==> config.mk <==
export PLATFORM = sky130hd
export DESIGN_NAME = imem_loader
export DESIGN_NICKNAME = d
export VERILOG_FILES = /design/src/rtl/imem_loader.sv
export SDC_FILE = /design/constraint.sdc
export NUM_CORES = 1
export LEC_CHECK = 0
export BUFFER_PORTS_ARGS = -buffer_cell sky130_fd_sc_hd__buf_2
export CORE_UTILIZATION = 40
export CTS_CLUSTER_DIAMETER = 50
export DETAILED_ROUTE_END_ITERATION = 8
export HOLD_SLACK_MARGIN = 0.02
export PLACE_DENSITY = 0.62
export SYNTH_ARGS = -nofsm -noshare
export SYNTH_HDL_FRONTEND = slang
export SYNTH_SLANG_ARGS = --single-unit
==> constraint.sdc <==
create_clock -name clk -period 3.2 [get_ports clk]
set_input_delay 0.32 -clock clk [delete_from_list [all_inputs] [get_ports clk]]
set_output_delay 0.32 -clock clk [all_outputs]
set_load 0.01 [all_outputs]
==> src/rtl/imem_loader.sv <==
// Boot-time program loader: streams words into instruction memory at
// BASE_ADDR + n*STRIDE and holds the core in reset until the load settles.
module imem_loader #(
    parameter int                DATA_W    = 32,
    parameter int                ADDR_W    = 32,
    parameter logic [ADDR_W-1:0] BASE_ADDR = 'h4,
    parameter int                STRIDE    = 4,
    parameter int                DEPTH     = 1024,
    parameter int                RST_HOLD  = 4,
    localparam int               CNT_W     = $clog2(DEPTH + 1)
) (
    input  logic              clk,
    input  logic              rst,
    input  logic              start,
    input  logic              s_valid,
    input  logic [DATA_W-1:0] s_data,
    input  logic              s_last,
    output logic              s_ready,
    output logic              mem_we,
    output logic [ADDR_W-1:0] mem_addr,
    output logic [DATA_W-1:0] mem_wdata,
    output logic              core_rst,
    output logic              busy,
    output logic              done,
    output logic              err_ovf,
    output logic [CNT_W-1:0]  word_cnt
);

    localparam int HOLD_W = (RST_HOLD > 1) ? $clog2(RST_HOLD) : 1;
    localparam logic [HOLD_W-1:0] HOLD_INIT = HOLD_W'(RST_HOLD - 1);
    localparam logic [CNT_W-1:0]  DEPTH_C   = CNT_W'(DEPTH);
    localparam logic [ADDR_W-1:0] STRIDE_C  = ADDR_W'(STRIDE);

    typedef enum logic [2:0] {
        ST_IDLE    = 3'd0,
        ST_LOAD    = 3'd1,
        ST_RELEASE = 3'd2,
        ST_DONE    = 3'd3,
        ST_ERR     = 3'd4
    } state_t;

    state_t              state_reg, state_next;
    logic                s_ready_reg, s_ready_next;
    logic                mem_we_reg, mem_we_next;
    logic [ADDR_W-1:0]   mem_addr_reg, mem_addr_next;
    logic [DATA_W-1:0]   mem_wdata_reg, mem_wdata_next;
    logic                core_rst_reg, core_rst_next;
    logic                busy_reg, busy_next;
    logic                done_reg, done_next;
    logic                err_ovf_reg, err_ovf_next;
    logic [CNT_W-1:0]    word_cnt_reg, word_cnt_next;
    logic [ADDR_W-1:0]   ptr_reg, ptr_next;
    logic [HOLD_W-1:0]   hold_reg, hold_next;
    logic                beat;

    // s_ready is registered, so a beat is judged against last cycle's decision.
    assign beat = s_valid & s_ready_reg;

    always_ff @(posedge clk or negedge rst) begin
        if (!rst) begin
            state_reg     <= ST_IDLE;
            s_ready_reg   <= 1'b0;
            mem_we_reg    <= 1'b0;
            mem_addr_reg  <= BASE_ADDR;
            mem_wdata_reg <= '0;
            core_rst_reg  <= 1'b1;
            busy_reg      <= 1'b0;
            done_reg      <= 1'b0;
            err_ovf_reg   <= 1'b0;
            word_cnt_reg  <= '0;
            ptr_reg       <= BASE_ADDR;
            hold_reg      <= '0;
        end else begin
            state_reg     <= state_next;
            s_ready_reg   <= s_ready_next;
            mem_we_reg    <= mem_we_next;
            mem_addr_reg  <= mem_addr_next;
            mem_wdata_reg <= mem_wdata_next;
            core_rst_reg  <= core_rst_next;
            busy_reg      <= busy_next;
            done_reg      <= done_next;
            err_ovf_reg   <= err_ovf_next;
            word_cnt_reg  <= word_cnt_next;
            ptr_reg       <= ptr_next;
            hold_reg      <= hold_next;
        end
    end

    always_comb begin
        state_next     = state_reg;
        s_ready_next   = s_ready_reg;
        mem_we_next    = 1'b0;
        mem_addr_next  = mem_addr_reg;
        mem_wdata_next = mem_wdata_reg;
        core_rst_next  = core_rst_reg;
        busy_next      = busy_reg;
        done_next      = done_reg;
        err_ovf_next   = err_ovf_reg;
        word_cnt_next  = word_cnt_reg;
        ptr_next       = ptr_reg;
        hold_next      = hold_reg;

        case (state_reg)
            ST_IDLE, ST_DONE, ST_ERR: begin
                if (start) begin
                    state_next    = ST_LOAD;
                    s_ready_next  = 1'b1;
                    busy_next     = 1'b1;
                    done_next     = 1'b0;
                    err_ovf_next  = 1'b0;
                    core_rst_next = 1'b1;
                    word_cnt_next = '0;
                    ptr_next      = BASE_ADDR;
                end
            end
            ST_LOAD: begin
                if (beat) begin
                    if (word_cnt_reg == DEPTH_C) begin
                        // Overflow: drop the word, keep the core in reset.
                        state_next   = ST_ERR;
                        s_ready_next = 1'b0;
                        busy_next    = 1'b0;
                        err_ovf_next = 1'b1;
                    end else begin
                        mem_we_next    = 1'b1;
                        mem_addr_next  = ptr_reg;
                        mem_wdata_next = s_data;
                        word_cnt_next  = word_cnt_reg + 1'b1;
                        ptr_next       = ptr_reg + STRIDE_C;
                        if (s_last) begin
                            state_next   = ST_RELEASE;
                            s_ready_next = 1'b0;
                            hold_next    = HOLD_INIT;
                        end
                    end
                end
            end
            ST_RELEASE: begin
                // Hold counts down from the final write cycle.
                if (hold_reg == '0) begin
                    state_next    = ST_DONE;
                    core_rst_next = 1'b0;
                    done_next     = 1'b1;
                    busy_next     = 1'b0;
                end else begin
                    hold_next = hold_reg - 1'b1;
                end
            end
            default: begin
                state_next = ST_IDLE;
            end
        endcase
    end

    assign s_ready   = s_ready_reg;
    assign mem_we    = mem_we_reg;
    assign mem_addr  = mem_addr_reg;
    assign mem_wdata = mem_wdata_reg;
    assign core_rst  = core_rst_reg;
    assign busy      = busy_reg;
    assign done      = done_reg;
    assign err_ovf   = err_ovf_reg;
    assign word_cnt  = word_cnt_reg;

endmodule

---- Word level (Yosys, flattened, before mapping) ----
Cells that the tools add are included.
storage, ports and cells
  register bits after elaboration ......... 118
  output and inout bits ................... 81
  logic and storage cells ................. 83
operators by class
  $add $sub $neg .......................... 3
  equality and inequality tests ........... 13
  muxes and demuxes ....................... 38
  bitwise operators ....................... 2
  reduce and logical (&&, ||, !) cells .... 15
operators by type and width
  operator                                                               count
  32-bit 2-to-1 mux                                                      3
  32-bit one-hot mux with 2 select lines                                 1
  11-bit 2-to-1 mux                                                      3
  32-bit by 3-bit adder with 32-bit output, second input constant        1
  11-bit one-hot mux with 2 select lines                                 1
  4-bit AND reduction                                                    4
  3-bit 2-to-1 mux                                                       5
  1-bit 2-to-1 mux                                                       14
  2-bit inequality test, second input constant                           7
  11-bit by 1-bit adder with 11-bit output, second input constant        1
  11-bit equality test, second input constant                            1
  5-bit AND reduction                                                    2
  3-bit one-hot mux with 3 select lines                                  1
  2-bit 2-to-1 mux                                                       4
  1-bit one-hot mux with 2 select lines                                  4
  3-bit by 2-bit equality test with 1-bit output, second input constant  2
  3-bit AND reduction                                                    2
  2-bit nonzero test                                                     3
  2-bit one-hot mux with 2 select lines                                  1
  3-bit by 1-bit equality test with 1-bit output, second input constant  1
  3-bit equality test, second input constant                             1
  3-bit zero test                                                        1
  3-bit inequality test, second input constant                           1
  1-bit one-hot mux with 3 select lines                                  1
  other kinds (6)                                                        6

---- Longest topological paths before layout ----
Gate-level depths: netlist of the first run.
  depth after elaboration ................. 4
  gate-level depth with buffers ........... 10

---- Worst setup path before layout of the first run ----
No wires, ideal clock.
  kind .................................... reg2reg
  from .................................... reg state_reg[1]
  to ...................................... reg word_cnt_reg[9], in the netlist word_cnt[9]
  library setup time ...................... 0.079 ns
  arrival ................................. 2.015 ns
  required time ........................... 3.121 ns
  path slack .............................. 1.106 ns
  stages on the path, launching flop included .. 9
  clock period less this slack ............ 2.094 ns
  cell sequence ........................... dfrtp_1 > buf_4 > or3b_1 > buf_6 > o211ai_4 > buf_6 > nand2_4 > or4_1 > a21oi_1
on the way
  cells in the longest elaborated chain, start to end .. 4
  elaborated cells between the ends (all ways) .. 11
  classes of those cells .................. eq/ne: 6; mux: 1; reduce/logical: 4
RTL lines
  item                                                                    line  source
  from (decl)                                                             42    state_t state_reg, state_next;
  from (signal assigned)                                                  74    state_reg <= state_next;
  3-bit by 2-bit equality test with 1-bit output (tied with other cells)  103   case (state_reg)
  3-bit OR reduction                                                      103
  2-bit inequality test (no line) or 2-bit nonzero test (tied branches)   n/a
  4-bit AND reduction (no line)                                           n/a
  to (signal assigned)                                                    83    word_cnt_reg <= word_cnt_next;
  to (decl)                                                               51    logic [CNT_W-1:0] word_cnt_reg, word_cnt_next;
Several ways; a longest one is shown, not always the timed one.
A chain may end at the register's enable or synchronous reset.

---- Final worst setup path of the first run ----
  from .................................... reg word_cnt_reg[4], in the netlist word_cnt[4]
  to ...................................... reg ptr_reg[19]
on the way
  cells in the longest elaborated chain, start to end .. 3
RTL lines
  item                             line  source
  11-bit equality test             118   if (word_cnt_reg == DEPTH_C) begin
  2-bit inequality test (no line)  n/a
  4-bit AND reduction (no line)    n/a
  to (signal assigned)             84    ptr_reg <= ptr_next;
  to (decl)                        52    logic [ADDR_W-1:0] ptr_reg, ptr_next;
Every way passes these cells.

==> qor.yml, run 1 <==
die:
  num_rows: 41
  io_pins: 118
  start_util_pct: 41.1
  die_width_um: 116
  core_region_area_sq_um: 12700
  die_y_um: 116
  dieArea_sq_um: 13500
timing:
  fin_crit_ps: 2690
  finalMaxSlewViolations: 0
  period_share_pct: 84.0
  slew_headroom_pct: 50.9
  fin_skew_ps: 7.09
  worst_pin_slew_ps: 737
  max_freq_mhz: 372
  grt_setup_unrepaired: "false"
  finalSetupViolations: 0
  final.setup.worst_slack_ps: 512
  finalSetupTns_ps: 0
  hold_viol: 0
worst_setup_path:
  path_cells: "nor4_1 -> nand4_1 -> nand3_1 -> o21ai_0 -> a21oi_1"
  path_max_fanout: 13
  crit_path_end_kind: "flip-flop"
  cp.required_ps: 3530
  cpMaxStageDelayCell: "nand4_1"
  crit_type: "flip-flop to flip-flop"
  cp-start-kind: "flip-flop"
  arrival_ps: 3020
  slowest_delay_ps: 650
finish:
  antenna_cells: 0
  final_cell_mix: "nand2_1 (216), buf_2 (114), dfrtp_1 (111)"
  final_common_cell: "nand2_1"
  nNetsFinal: 736
  drive_above_1_share_pct: 23.0
  area_growth_pct: 25.6
  fin_cells: 880
  fillers: 1213
  fin_area_sq_um: 6550
  largest_register_ffs: 32
global_routing:
  grtUsageMet1_pct: 24.0
  gr-max-usage-layer: "met2"
  met3_usage_pct: 5.97
  use_met2_pct: 31.4
  grt.total_usage_pct: 19.2
  grt_max_degree: 67
  grt_pass1_vias: 4134
  grt-ovfl-total: 0
  antenna_found_initial: 0
  grt_pass1_wl_um: 19900
min_path:
  holdCritPathClass: "primary input to flip-flop"
clock_tree:
  cts_resized: 0
  cts_tree: "done"
  clk_pin_slew_ps: 50
  clk_latency_ps: 410
  cts-root-buf: "clkbuf_16"
  cts_buffers: 17
  ctsLongestPathBuffers: 2
  cts.sinks: 114
  htree_levels: 4
synthesis:
  synth_top_family_by_area: "simple AND/OR/NAND/NOR gates"
  synth_cell_types: 55
  async_reset_ff_share_pct: 100
  synthesis.area_sq_um: 5210
  synth-simple-area-share_pct: 28.2
  ys_seq_elements: 114
  ys_warn_count: 0
  synth.avg_cell_area_sq_um: 8.97
  synthAdderAreaFrac_pct: 0.960
  syn_inst: 581
  seq_area_frac_synth_pct: 54.8
  synth_mux_area_share_pct: 0.192
  synth_edf_count: 0
  synth_compound_area_share_pct: 11.1
  synth_flop_cell: "dfrtp_1"
  synth-xor-area-share_pct: 1.01
drt:
  wl_per_cell_um: 13.9
  num_vias: 4471
  drc: 0
  wirelength_um: 12200
  via_per_inst: 5.08
  drt_iter0_markers: 231
  postRouteAntennaNets: 0
  first_pass_iters: 4
place:
  gp_congestion: 0.837
  portBuffers: 115
  post-dp-hpwl_um: 8290
  dp_cells: 847
  dp_slack_ps: 600
  place_area_sq_um: 5940
power:
  vdd_ir_drop_max_mv: 0.392
  power_density_nw_per_um2: 812
  power.total_w: 0.00531
  p_leak_nw: 3.34
job:
  maxCapViolCount: 0
run_status:
  status: "complete, no violations"
==> worst max-delay path: cells and delay by family, from the launching register on <==
kind | cells | cell delay [ps]
AND/OR/NAND/NOR | 3 | 1810
flip-flops | 1 | 470
AO/OA/AOI/OAI | 2 | 330
==> cell type report <==
| cell class | instances | area [sq um] | area share (%) |
|---|---|---|---|
| flip-flops and latches | 114 | 2860 | 43.6 |
| multi-input cells | 427 | 2170 | 33.2 |
| repair buffers | 125 | 668 | 10.2 |
| clock buffers | 23 | 468 | 7.15 |
| well taps | 172 | 215 | 3.29 |
| clock inverters | 9 | 130 | 1.99 |
| inverters | 10 | 37.5 | 0.573 |
==> cell usage after synthesis, drive strengths merged, types with 2 or more instances <==
cell | number | area (sq um)
or3b | 2 | 17.5
a21oi | 23 | 115
nand2 | 217 | 822
nor3 | 4 | 20.0
and3 | 6 | 37.5
and2 | 4 | 25.0
dfrtp | 111 | 2780
clkbuf | 16 | 60.1
nand4b | 2 | 17.5
o211ai | 4 | 43.8
xnor2 | 2 | 17.5
a22o | 3 | 26.3
o21ai | 34 | 170
xor2 | 4 | 35.0
nor2 | 16 | 60.1
nand4 | 14 | 103
nor3b | 2 | 20.0
o31ai | 12 | 90.1
inv | 9 | 33.8
a21o | 2 | 15.0
dfstp | 3 | 78.8
ha | 4 | 50.1
nand3 | 20 | 100
o21a | 2 | 15.0
and4 | 6 | 52.6
a31oi | 4 | 25.0
or3 | 12 | 75.1
buf | 15 | 96.3
nor4 | 4 | 31.3
or4 | 7 | 52.6
==> final timing paths <==
kind,slack (ps),end,depth (start not counted),start
worst min-delay path,100,mem_wdata[13],3,s_data[13]
max in group asynchronous,1920,mem_wdata[12],3,rst
min in group asynchronous,530,ptr_reg[16],2,rst
worst max register to register,510,ptr_reg[19],5,word_cnt[4]
worst max-delay path,510,ptr_reg[19],5,word_cnt[4]
worst min register to register,460,mem_addr[2],2,mem_addr[2]
==> cell families (layout without fill, tap and decap cells) <==
kind of cell             Yosys count  in the layout
AND/OR/NAND/NOR                  321            321
flip-flops                       114            114
AO/OA/AOI/OAI                     93             93
buffers and inverters             41            167
XOR/XNOR                           6              6
adder cells (fa/ha/maj)            4              4
other                              1              2
multiplexers                       1              1
==> timing repair <==
action | 4_1_cts | 5_1_grt
buffers inserted | 0 | 0
hold buffers | 1 | 0
hold endpoints to repair | 50 | 0
==> per-layer routing <==
layer | vias to the layer above | share of wire (%) | wire length [um]
met4 | 0 | 1.3 | 156
met2 | 105 | 48 | 5910
met1 | 2137 | 46 | 5590
met5 | - | 0 | 0
met3 | 16 | 4.4 | 535
li1 | 2213 | - | -
==> power breakdown <==
group / internal [W] / switching [W]
Sequential: 0.00175 / 0.000215
Clock: 0.00126 / 0.000650
Combinational: 0.000531 / 0.000906
==> per-stage QoR <==
stage	hold WS [ps]	util [%]
floorplan	24.4	-
global placement	426	46.9
global route	86.5	51.7
finish	96.1	51.7
CTS	80.5	51.7
detailed placement	425	46.9
Note: power is estimated with default switching activity, not from simulation.
==> run 2, diff against run 1 <==
--- a/config.mk
+++ b/config.mk
@@ -10,7 +10,7 @@
 export CTS_CLUSTER_DIAMETER = 50
 export DETAILED_ROUTE_END_ITERATION = 8
 export HOLD_SLACK_MARGIN = 0.02
-export PLACE_DENSITY = 0.62
+export PLACE_DENSITY = 0.64
 export SYNTH_ARGS = -nofsm -noshare
 export SYNTH_HDL_FRONTEND = slang
 export SYNTH_SLANG_ARGS = --single-unit
==> constraint.sdc (replaced) <==
create_clock -name clk -period 2.3 [get_ports clk]
set_input_delay 0.23 -clock clk [delete_from_list [all_inputs] [get_ports clk]]
set_output_delay 0.23 -clock clk [all_outputs]
set_load 0.01 [all_outputs]
==> qor.yml, run 2 (synthesized netlist as in run 1, its figures left out) <==
clock_tree:
  htree_levels: 4  # unchanged
  clk_latency_ps: 410  # about the same
  clk_pin_slew_ps: 50  # about the same
  ctsLongestPathBuffers: 2  # unchanged
  cts_tree: "done"  # unchanged
  cts_buffers: 17  # unchanged
  cts.sinks: 114  # unchanged
  cts-root-buf: "clkbuf_16"  # unchanged
finish:
  largest_register_ffs: 32  # unchanged
  nNetsFinal: 790  # was 736
  fin_area_sq_um: 7050  # was 6550 sq um
  drive_above_1_share_pct: 24.4  # was 23.0%
  final_common_cell: "nand2_1"  # unchanged
  final_cell_mix: "nand2_1 (216), buf_2 (114), dfrtp_1 (111)"  # unchanged
  area_growth_pct: 35.3  # was 25.6%
  antenna_cells: 0  # unchanged
timing:
  finalSetupViolations: 0  # unchanged
  fin_crit_ps: 2170  # was 2690 ps
  max_freq_mhz: 462  # was 372 MHz
  worst_pin_slew_ps: 516  # was 737 ps
  fin_skew_ps: 7.55  # was 7.09 ps
  period_share_pct: 94.2  # was 84.0%
  finalMaxSlewViolations: 0  # unchanged
  slew_headroom_pct: 65.6  # was 50.9%
  hold_viol: 0  # unchanged
  holdWs_ps: 179  # was 96.1 ps
drt:
  wirelength_um: 12900  # was 12200 um
  drt_iter0_markers: 231  # unchanged
  wl_per_cell_um: 13.8  # was 13.9 um
  postRouteAntennaNets: 0  # unchanged
  num_vias: 4802  # was 4471
  via_per_inst: 5.14  # was 5.08
  first_pass_iters: 4  # unchanged
  drc: 0  # unchanged
worst_setup_path:
  cp.required_ps: 2630  # was 3530 ps
  cp-start-kind: "flip-flop"  # unchanged
  cpMaxStageDelayCell: "or4_1"  # was nand4_1
  arrival_ps: 2500  # was 3020 ps
  timing.rr.start: "ptr_reg[6]"  # was word_cnt[4]
  path_max_fanout: 10  # was 13
  slowest_delay_ps: 560  # was 650 ps
  cp_common_cell: "and4_1"
  crit_type: "flip-flop to flip-flop"  # unchanged
  crit_path_end_kind: "flip-flop"  # unchanged
  critPathLaunch: "ptr_reg[6]"  # was word_cnt[4]
  path_cells: "and4_1 -> and4_1 -> nand4_1 -> or4_1 -> a21oi_1"  # was nor4_1 -> nand4_1 -> nand3_1 -> o21ai_0 -> a21oi_1
place:
  gp_congestion: 0.886  # was 0.837
  place_area_sq_um: 6090  # was 5940 sq um
  post-dp-hpwl_um: 8570  # was 8290 um
  portBuffers: 115  # unchanged
min_path:
  min-delay-start: "s_valid"  # was s_data[13]
  holdCritPathClass: "primary input to flip-flop"  # unchanged
power:
  combPwrFrac_pct: 28.9  # was 27.0%
  switching_share_pct: 33.0  # was 33.3%
  p_int_w: 0.00504  # was 0.00354 W
  vdd_ir_drop_max_mv: 0.670  # was 0.392 mV
  seqPwrFrac_pct: 36.1  # was 37.0%
  power_density_nw_per_um2: 1070  # was 812 nW/um^2
  p_leak_nw: 3.60  # was 3.34 nW
  power.total_w: 0.00752  # was 0.00531 W
  p_clk_share_pct: 35.1  # was 36.0%
  p_switching_w: 0.00248  # was 0.00177 W
global_routing:
  grt_pass1_wl_um: 21100  # was 19900 um
  grt_max_degree: 60  # was 67
  grt.total_usage_pct: 20.2  # was 19.2%
  grt-ovfl-total: 0  # unchanged
  grt_pass1_vias: 4522  # was 4134
  antenna_found_initial: 0  # unchanged
die:
  num_rows: 41  # unchanged
  die_y_um: 116  # unchanged
  io_pins: 118  # unchanged
  dieArea_sq_um: 13500  # unchanged
  start_util_pct: 41.1  # unchanged
  core_region_area_sq_um: 12700  # unchanged
  die_width_um: 116  # unchanged
run_status:
  status: "complete, no violations"  # unchanged
job:
  maxCapViolCount: 0  # unchanged
run 2: path summary, 6_finish.rpt:
path	slack, ps	cells past startpoint	endpoint
setup reg to reg	130	5	ptr_reg[28]
hold / removal	180	4	s_ready
min in group asynchronous	350	2	mem_addr[17]
max in group asynchronous	1150	3	mem_wdata[21]
setup / recovery	130	5	ptr_reg[28]
hold reg to reg	460	2	mem_addr[2]
run 2: final cells by class:
class	instances	area, sq um
sequential	114	2860
inverter	10	37.5
tap	172	215
multi-input combinational	427	2180
timing repair buffer	179	1170
fill	1166	5620
clock inverter	9	130
clock buffer	23	468
run 2: power groups by stage:
stage	combinational, W	clock, W	sequential [W]
after CTS	0.00219	0.00269	0.00271
final	0.00217	0.00264	0.00271
after global routing	0.00244	0.00277	0.00277
after detailed placement	0.00214	0	0.00273
after floorplan	0.00120	0	0.00287
after global placement	0.00209	0	0.00272
run 2: layer usage:
layer	wire length, um	share of wire (%)	up-vias	global-route usage [%]
li1	-	-	2328	-
met1	5640	44	2310	24.9
met2	6390	50	138	33.5
met3	646	5.0	26	6.07
met4	225	1.7	0	7.61
met5	0	0	-	0
run 2: through the flow:
step	TNS (ps)	cells	util, %	worst slack, ps
finish	0	934	55.7	133
global route	-18.3	934	55.7	-18.3
CTS	0	930	55.4	96.1
detailed placement	0	865	48.0	120
global placement	0	865	48.0	187
floorplan	0	582	-	206
run 2: critical path, delay by kind of cell, from the launching register on:
kind,cells,cell delay [ps]
AND/OR/NAND/NOR,4,1430
flip-flops,1,490
AO/OA/AOI/OAI,1,160
run 2: repair_timing:
item / in CTS / in global routing
endpoints found under the setup margin: 0 / 8
endpoints found under the hold margin: 66 / 0
setup buffers: 0 / 4
gates resized for setup: 0 / 1
hold buffers: 33 / 0
